$ cat src/rtl/command_fifo_control.sv
// Host command front end: synchronises the host strobe, queues command/data pairs
// and issues them to the GPU under a small pacing/frame-lock state machine.
module command_fifo_control #(
    parameter int CMD_W        = 16,
    parameter int DATA_W       = 16,
    parameter int DEPTH        = 8,
    parameter int AFULL_MARGIN = 2,
    parameter int SYNC_STAGES  = 2
) (
    input  logic                     gpuClk,
    input  logic                     rst,
    input  logic                     chipSelect,
    input  logic                     commandClk,
    input  logic [CMD_W-1:0]         inputCommand,
    input  logic [DATA_W-1:0]        inputData,
    input  logic                     gpuBusyController,
    input  logic                     frameRendering,
    output logic                     readyBusy,
    output logic [CMD_W-1:0]         gpuCommand,
    output logic [DATA_W-1:0]        gpuData,
    output logic                     gpuCommandValid,
    output logic [$clog2(DEPTH):0]   fifoCount,
    output logic                     overflowErr
);

    localparam int AW = $clog2(DEPTH);
    localparam int CW = AW + 1;
    localparam logic [CW-1:0]    FULL_LEVEL   = CW'(DEPTH);
    localparam logic [CW-1:0]    AFULL_LEVEL  = CW'(DEPTH - AFULL_MARGIN);
    localparam logic [CMD_W-1:0] UPDATE_FRAME = CMD_W'(1);

    typedef enum logic [1:0] {IDLE, ISSUE, WAIT_BUSY, FRAME_LOCK} state_t;

    state_t               state;
    logic                 seen_high;

    logic [SYNC_STAGES-1:0] sync_q;
    logic [SYNC_STAGES-1:0] fill_q;
    logic                 sync_last_q;
    logic                 armed_q;
    logic                 capture;

    logic [CMD_W-1:0]     cmd_mem  [DEPTH];
    logic [DATA_W-1:0]    data_mem [DEPTH];
    logic [AW-1:0]        wr_ptr;
    logic [AW-1:0]        rd_ptr;
    logic [CW-1:0]        count_q;
    logic                 push_req;
    logic                 push;
    logic                 pop;
    logic                 full;

    // Capture is only armed once the last stage has held a genuinely sampled 0,
    // so a strobe held high across reset release does not produce a command.
    always_ff @(posedge gpuClk or negedge rst) begin
        if (!rst) begin
            sync_q      <= '0;
            fill_q      <= '0;
            sync_last_q <= 1'b0;
            armed_q     <= 1'b0;
        end else begin
            sync_q      <= {sync_q[SYNC_STAGES-2:0], commandClk};
            fill_q      <= {fill_q[SYNC_STAGES-2:0], 1'b1};
            sync_last_q <= sync_q[SYNC_STAGES-1];
            if (fill_q[SYNC_STAGES-1] && !sync_q[SYNC_STAGES-1])
                armed_q <= 1'b1;
        end
    end

    assign capture  = armed_q & sync_q[SYNC_STAGES-1] & ~sync_last_q;
    assign push_req = capture & chipSelect & (inputCommand != '0);
    assign pop      = (state == ISSUE);
    assign full     = (count_q == FULL_LEVEL);
    assign push     = push_req & (~full | pop);

    always_ff @(posedge gpuClk or negedge rst) begin
        if (!rst) begin
            wr_ptr      <= '0;
            rd_ptr      <= '0;
            count_q     <= '0;
            overflowErr <= 1'b0;
        end else begin
            if (push)
                wr_ptr <= wr_ptr + AW'(1);
            if (pop)
                rd_ptr <= rd_ptr + AW'(1);
            case ({push, pop})
                2'b10:   count_q <= count_q + CW'(1);
                2'b01:   count_q <= count_q - CW'(1);
                default: count_q <= count_q;
            endcase
            if (push_req && full && !pop)
                overflowErr <= 1'b1;
        end
    end

    always_ff @(posedge gpuClk) begin
        if (push) begin
            cmd_mem[wr_ptr]  <= inputCommand;
            data_mem[wr_ptr] <= inputData;
        end
    end

    assign fifoCount = count_q;

    always_ff @(posedge gpuClk or negedge rst) begin
        if (!rst) begin
            state           <= IDLE;
            seen_high       <= 1'b0;
            gpuCommand      <= '0;
            gpuData         <= '0;
            gpuCommandValid <= 1'b0;
            readyBusy       <= 1'b1;
        end else begin
            gpuCommandValid <= 1'b0;
            readyBusy       <= (count_q >= AFULL_LEVEL) || frameRendering || (state == FRAME_LOCK);
            case (state)
                IDLE: begin
                    if (count_q != '0 && !gpuBusyController && !frameRendering)
                        state <= ISSUE;
                end
                ISSUE: begin
                    gpuCommand      <= cmd_mem[rd_ptr];
                    gpuData         <= data_mem[rd_ptr];
                    gpuCommandValid <= 1'b1;
                    seen_high       <= 1'b0;
                    state <= (cmd_mem[rd_ptr] == UPDATE_FRAME) ? FRAME_LOCK : WAIT_BUSY;
                end
                WAIT_BUSY: state <= IDLE;
                FRAME_LOCK: begin
                    if (frameRendering)
                        seen_high <= 1'b1;
                    else if (seen_high)
                        state <= IDLE;
                end
                default: state <= IDLE;
            endcase
        end
    end

endmodule

$ cat config.mk
export PLATFORM = sky130hd
export DESIGN_NAME = command_fifo_control
export DESIGN_NICKNAME = d
export VERILOG_FILES = /design/src/rtl/command_fifo_control.sv
export SDC_FILE = /design/constraint.sdc
export NUM_CORES = 1
export LEC_CHECK = 0
export CAP_MARGIN = 20
export CORE_ASPECT_RATIO = 0.6
export CORE_UTILIZATION = 40
export CTS_BUF_LIST = sky130_fd_sc_hd__clkbuf_16
export DETAILED_ROUTE_END_ITERATION = 7
export PLACE_DENSITY = 0.62
export SYNTH_ARGS = -nofsm -noshare
export SYNTH_HDL_FRONTEND = slang
export SYNTH_SLANG_ARGS = --single-unit
$ cat constraint.sdc
create_clock -name gpuClk -period 3.9 [get_ports gpuClk]
set_input_delay 0.585 -clock gpuClk [delete_from_list [all_inputs] [get_ports gpuClk]]
set_output_delay 0.585 -clock gpuClk [all_outputs]
set_load 0.01 [all_outputs]
# After elaboration in Yosys (flattened, before gate mapping)
# Memory sizes are Yosys's and may differ from the RTL's. A register that Yosys moved wholly into a read port is not among the register bits.
# Index checks and enable logic that the tools add are counted.
[word_totals]
regBits = 38
latch_bits = 0
mem_bits_rw = 256
rom_bits = 0
out_inout_bits = 39
wordCells = 69
memories = 2
[op_classes]
add_sub_neg = 4
mul = 0
n_div = 0
order_cmp = 1
n_eq_ne = 11
shifts = 0
n_mux = 11
bitwise_logic = 8
reduce_logical = 19
[mem_list]
columns = ["memory", "words", "word_bits", "read_ports", "rd_clocked_by_memory_dff", "wr", "line", "rtl"]
rows = [
  ["cmd_mem", 8, 16, 1, 0, 1, "43", "logic [CMD_W-1:0] cmd_mem [DEPTH];"],
  ["data_mem", 8, 16, 1, 1, 1, "44", "logic [DATA_W-1:0] data_mem [DEPTH];"],
]
[ops]
columns = ["cell", "n"]
rows = [
  ["== test 16 x 1 -> 1 bit, second input constant", 1],
  ["nonzero test 16 bit", 1],
  ["inequality test 2 bit, second input constant", 4],
  ["one-hot mux 2 bit (4 select lines)", 1],
  ["one-hot mux 4 bit (2 select lines)", 1],
  ["adder 3 x 1 -> 3 bit, second input constant", 2],
  ["== test 2 bit, second input constant", 3],
  ["2-to-1 mux 2 bit", 3],
  ["AND 1 bit", 5],
  ["logical AND 1 bit", 5],
  ["logical NOT 1 bit", 5],
  ["2-to-1 mux 1 bit", 5],
  ["adder 4 x 1 -> 4 bit, second input constant", 1],
  ["== test 2 x 1 -> 1 bit, second input constant", 2],
  ["== test 4 bit, second input constant", 1],
  [">= comparator 4 x 3 -> 1 bit, second input constant", 1],
  ["nonzero test 2 bit", 2],
  ["nonzero test 4 bit", 1],
  ["subtractor 4 x 1 -> 4 bit, second input constant", 1],
  ["AND reduction 3 bit", 1],
  ["logical NOT 2 bit", 1],
  ["logical OR 1 bit", 2],
  ["inverter 1 bit", 2],
  ["one-hot mux 1 bit (2 select lines)", 1],
  ["other kinds (2)", 2],
]

# Longest topological paths before layout
[logic_depth]
ltp_word = 7
depth_mapped = 9
mapped_depth_nobuf = 9

# Least setup slack after synthesis
# OpenSTA, ideal clock, no wires.
[synth_timing]
kind = "input -> register"
startpoint = "input port chipSelect"
endpoint = "memory cmd_mem[0][0] (enable)"
setup_time_ns = 0.461
t_arrival_ns = 3.549
t_required_ns = 3.439
setup_slack_ns = -0.110
cell_stages = 5
path_buffers = 1
cell_sequence = "and4b_1 -> clkbuf_1 -> nand3_1 -> or2_1 -> nor3_1"
[synth_via]
elab_chain_len = 5
[synth_rtl]
columns = ["element", "line", "rtl"]
rows = [
  ["from (decl)", "12", "input logic chipSelect,"],
  ["AND 1 bit (2 in series)", "71", "assign push_req = capture & chipSelect & (inputCommand != '0);"],
  ["AND 1 bit", "74", "assign push = push_req & (~full | pop);"],
  ["2-to-1 mux 1 bit", "98", "if (push) begin"],
  ["2-to-1 mux 1 bit (not written as such)", "99", "cmd_mem[wr_ptr] <= inputCommand;"],
  ["to (decl)", "43", ""],
]
# Every way passes these cells.

# Worst setup path in the final report
[layout_timing]
startpoint = "input port inputCommand[10]"
endpoint = "memory cmd_mem[0][11] (enable)"
[layout_via]
elab_chain_len = 5
[layout_rtl]
columns = ["element", "line", "rtl"]
rows = [
  ["from (decl)", "14", "input logic [CMD_W-1:0] inputCommand,"],
  ["nonzero test 16 bit", "71", ""],
  ["AND 1 bit", "71", ""],
  ["AND 1 bit", "74", ""],
  ["2-to-1 mux 1 bit", "98", ""],
  ["2-to-1 mux 1 bit (not written as such)", "99", ""],
]
# Every way passes these cells.

==> summary.txt <==
Die
  • Die X: between 200 and 250 um
  • Core Area: between 0.02 and 0.03 sq mm
  • # rows: 48
  • # IOs: between 70 and 80
  • Die Area: between 0.03 and 0.04 sq mm
  • Die Ht: approximately 130 um
  • Initial Utilization: 0.4082

Yosys
  • Ys flop type: edfxtp_1
  • Share of the synthesized area in the top cell type: 0.6520
  • Synth cell types: between 40 and 50
  • Syn Area/Cell: between 20 and 25 sq um
  • Post-synthesis cell area: around 0.012 sq mm
  • Synth area leaders: edfxtp_1 65%, mux4_2 11%, dfrtp_1 11%
  • Register area share after synthesis: 0.7667
  • Mapped Cells: between 500 and 600
  • Yosys top cell by area: edfxtp_1
  • Ys Warns: 0
  • Flops & latches, synth: 310
  • Ys async rst share: 0.1742
  • Syn nets: 620
  • Post-synth EDFFs: about 260

GRT
  • Initial antenna violation count: 0
  • Number of global-route vias before repair: between 6000 and 7000
  • All-Layer GR Usage: 0.1700
  • First-pass GRT wire length: between 30000 and 40000 um
  • Largest net degree at the start of global routing: 69
  • Grt total ovfl: 0

Min path
  • Worst Hold Class: flop to flop

Critical path
  • Worst Path Class, Setup: input port to flop
  • Crit-path cells: clkdlybuf4s50_1 > nor4_1 > buf_4 > nand4_1 > nand3_1 > or2_1 > nor3_4 > buf_12
  • Top delay family on crit path: simple AND/OR/NAND/NOR gates
  • CP Buf/Inv Count: 3
  • CP Data Required Time: just over 4 ns
  • CP endpoint kind: flop
  • CP max-delay cell: clkdlybuf4s50_1
  • Worst-path fanout max: 23
  • CP peak stage delay: around 0.64 ns
  • Crit path DAT: 3.23 ns
  • Startpoint Class: input port

Route
  • DR iter-0 viols: about 480
  • WL final: between 20000 and 25000 um
  • Mean routed wirelength per cell: between 20 and 25 um
  • Drt first pass iters: 5
  • Final ANT Viol Nets: 0
  • Residual DRC: 0
  • Via density: approximately 5.2
  • Vias after detailed routing: 5761

Clocking
  • Clock Sinks: a little over 300
  • Post_cts resized: 0
  • Setup bufs post-CTS: 0
  • Largest buffer count on any clock path: 3
  • Worst skew pair latency: between 0.5 and 0.6 ns
  • H-tree depth: 1
  • CTS Root Cell: clkbuf_16
  • Cts hold-fix bufs: 0
  • CTS tree: built
  • Clock slew at reported path FFs: 0.06 ns
  • CTS buffer count: 28

Timing
  • Hold slack: 0.3501 ns
  • Tcrit/Tclk final: 0.7680
  • Max Freq: between 0.3 and 0.4 GHz
  • Clock Skew: 0.01165 ns
  • Setup violations, final: 0
  • Worst-Margin Slew: roughly 1.1 ns
  • Fin. max-slew vios: 0
  • Final worst slack: roughly 0.90 ns
  • Rel. slew slack: 0.2691
  • Minimum clock period: between 2 and 3 ns
  • Setup TNS: 0 ns
  • Fin. Hold Viols: 0
  • RSZ-0062 raised after global routing: false

Layout
  • Most common cell after layout, fill and taps aside: edfxtp_1
  • Area Growth Syn to Fin: 19.61%
  • Post-route cell area: between 0.01 and 0.015 sq mm
  • Nets@finish: approximately 720
  • Commonest non-fill, non-tap cells in the layout: 256 x edfxtp_1, 75 x clkdlybuf4s50_1, 59 x mux4_2, 50 x dfrtp_1, 43 x nand2_1
  • Fillers: 2347
  • Register area: approximately 0.009 sq mm
  • # diodes: 0
  • Fraction of layout cells with a size suffix above 1: 0.1980
  • Post-Route Utilization: 0.4882
  • Footprint of the multi-input gates: 0.002611 sq mm
  • Non-filler cells, final: around 1100

Status
  • Status: finished clean

Place
  • Dpl ws: between 0.3 and 0.4 ns
  • Post-DP Area: approximately 0.013 sq mm
  • IO buf count: 76
  • Final HPWL DP: about 15000 um
  • Final Wtd Congestion: around 0.8
  • Placed cells: 1048

Power
  • Total Power: about 9.4 mW
  • Clock share of power: 0.282
  • Sequential power share: 0.467
  • Sw power: roughly 2.7 mW
  • Maximum VDD drop: roughly 0.31 mV
  • Switching Share: 0.2880
  • Combinational power share: 0.251
  • Static Leak: between 4 and 5 nW
  • Cell internal pwr: 6.711 mW
  • Power density over cell area: 668.3 mW/mm^2

Run
  • Max Cap Viol: 0
kinds of logic after synthesis:
| group | synth area share |
|---|---|
| XOR/XNOR | 0.004457 |
| flip-flops | 0.7667 |
| AO/OA/AOI/OAI | 0.01974 |
| multiplexers | 0.1538 |
| other | 0.0003180 |
| adder cells (fa/ha/maj) | 0.005943 |
| buffers and inverters | 0.01730 |
| AND/OR/NAND/NOR | 0.03183 |
worst paths after layout:
kind	startpoint	slack (ns)	to	depth (start not counted)
min reg2reg	sync_q[0]$_DFF_PN0_	0.35	sync_q[1]$_DFF_PN0_	0
max reg2reg	rd_ptr[0]$_DFFE_PN0N_	0.94	state[0]$_DFFE_PN0P_	5
min	sync_q[0]$_DFF_PN0_	0.35	sync_q[1]$_DFF_PN0_	0
min in group asynchronous	rst	0.50	sync_q[1]$_DFF_PN0_	2
max in group asynchronous	rst	2.57	gpuData[8]$_DFFE_PN0N_	4
max	inputCommand[10]	0.90	cmd_mem[0][11]$_DFFE_PP_	8
sequential cells by signal, indices dropped and copies added, names as in the netlist, 2 cells and up:
signal      flops
cmd_mem       128
data_mem      128
fifoCount       4
fill_q          2
gpuCommand     16
gpuData        16
rd_ptr          3
state           2
sync_q          2
wr_ptr          3
cells in the mapped netlist, types with 5 or more instances:
master	number
nand2_1	43
edfxtp_1	256
nor2_1	11
dfrtp_1	53
nand4_1	5
inv_1	5
xnor2_1	5
o21ai_0	17
mux4_1	5
buf_2	11
nor4_1	5
o21ai_1	14
clkbuf_1	8
mux4_2	59
mux2i_1	33
power groups by stage:
stage	Sequential (mW)	Clock (mW)	Combinational, mW
floorplan	4.25	0	1.66
global placement	4.46	0	2.35
detailed placement	4.49	0	2.39
CTS	4.42	2.72	2.40
global route	4.48	2.85	2.55
finish	4.41	2.66	2.36
final cells by class:
type / count / area share
multi-input cells: 235 / 0.1851
repair buffers: 100 / 0.07363
clock inverters: 23 / 0.01153
flip-flops and latches: 310 / 0.6414
well taps: 400 / 0.03549
inverters: 5 / 0.001331
clock buffers: 29 / 0.05146
worst register-to-register path: cells and delay by family (launching register included):
family	cells	cell delay [ns]
AO/OA/AOI/OAI	1	0.22
flip-flops	1	0.96
multiplexers	2	1.09
AND/OR/NAND/NOR	2	0.63
routing by layer:
layer | share of wire | track usage | up-vias | wire (um)
met4 | 0.014 | 0.03272 | 0 | 354
met1 | 0.48 | 0.2499 | 3035 | 11720
li1 | - | - | 2530 | -
met5 | 0 | 0 | - | 0
met3 | 0.053 | 0.03307 | 33 | 1293
met2 | 0.46 | 0.2669 | 163 | 11250
(Power assumes the default switching activity.)
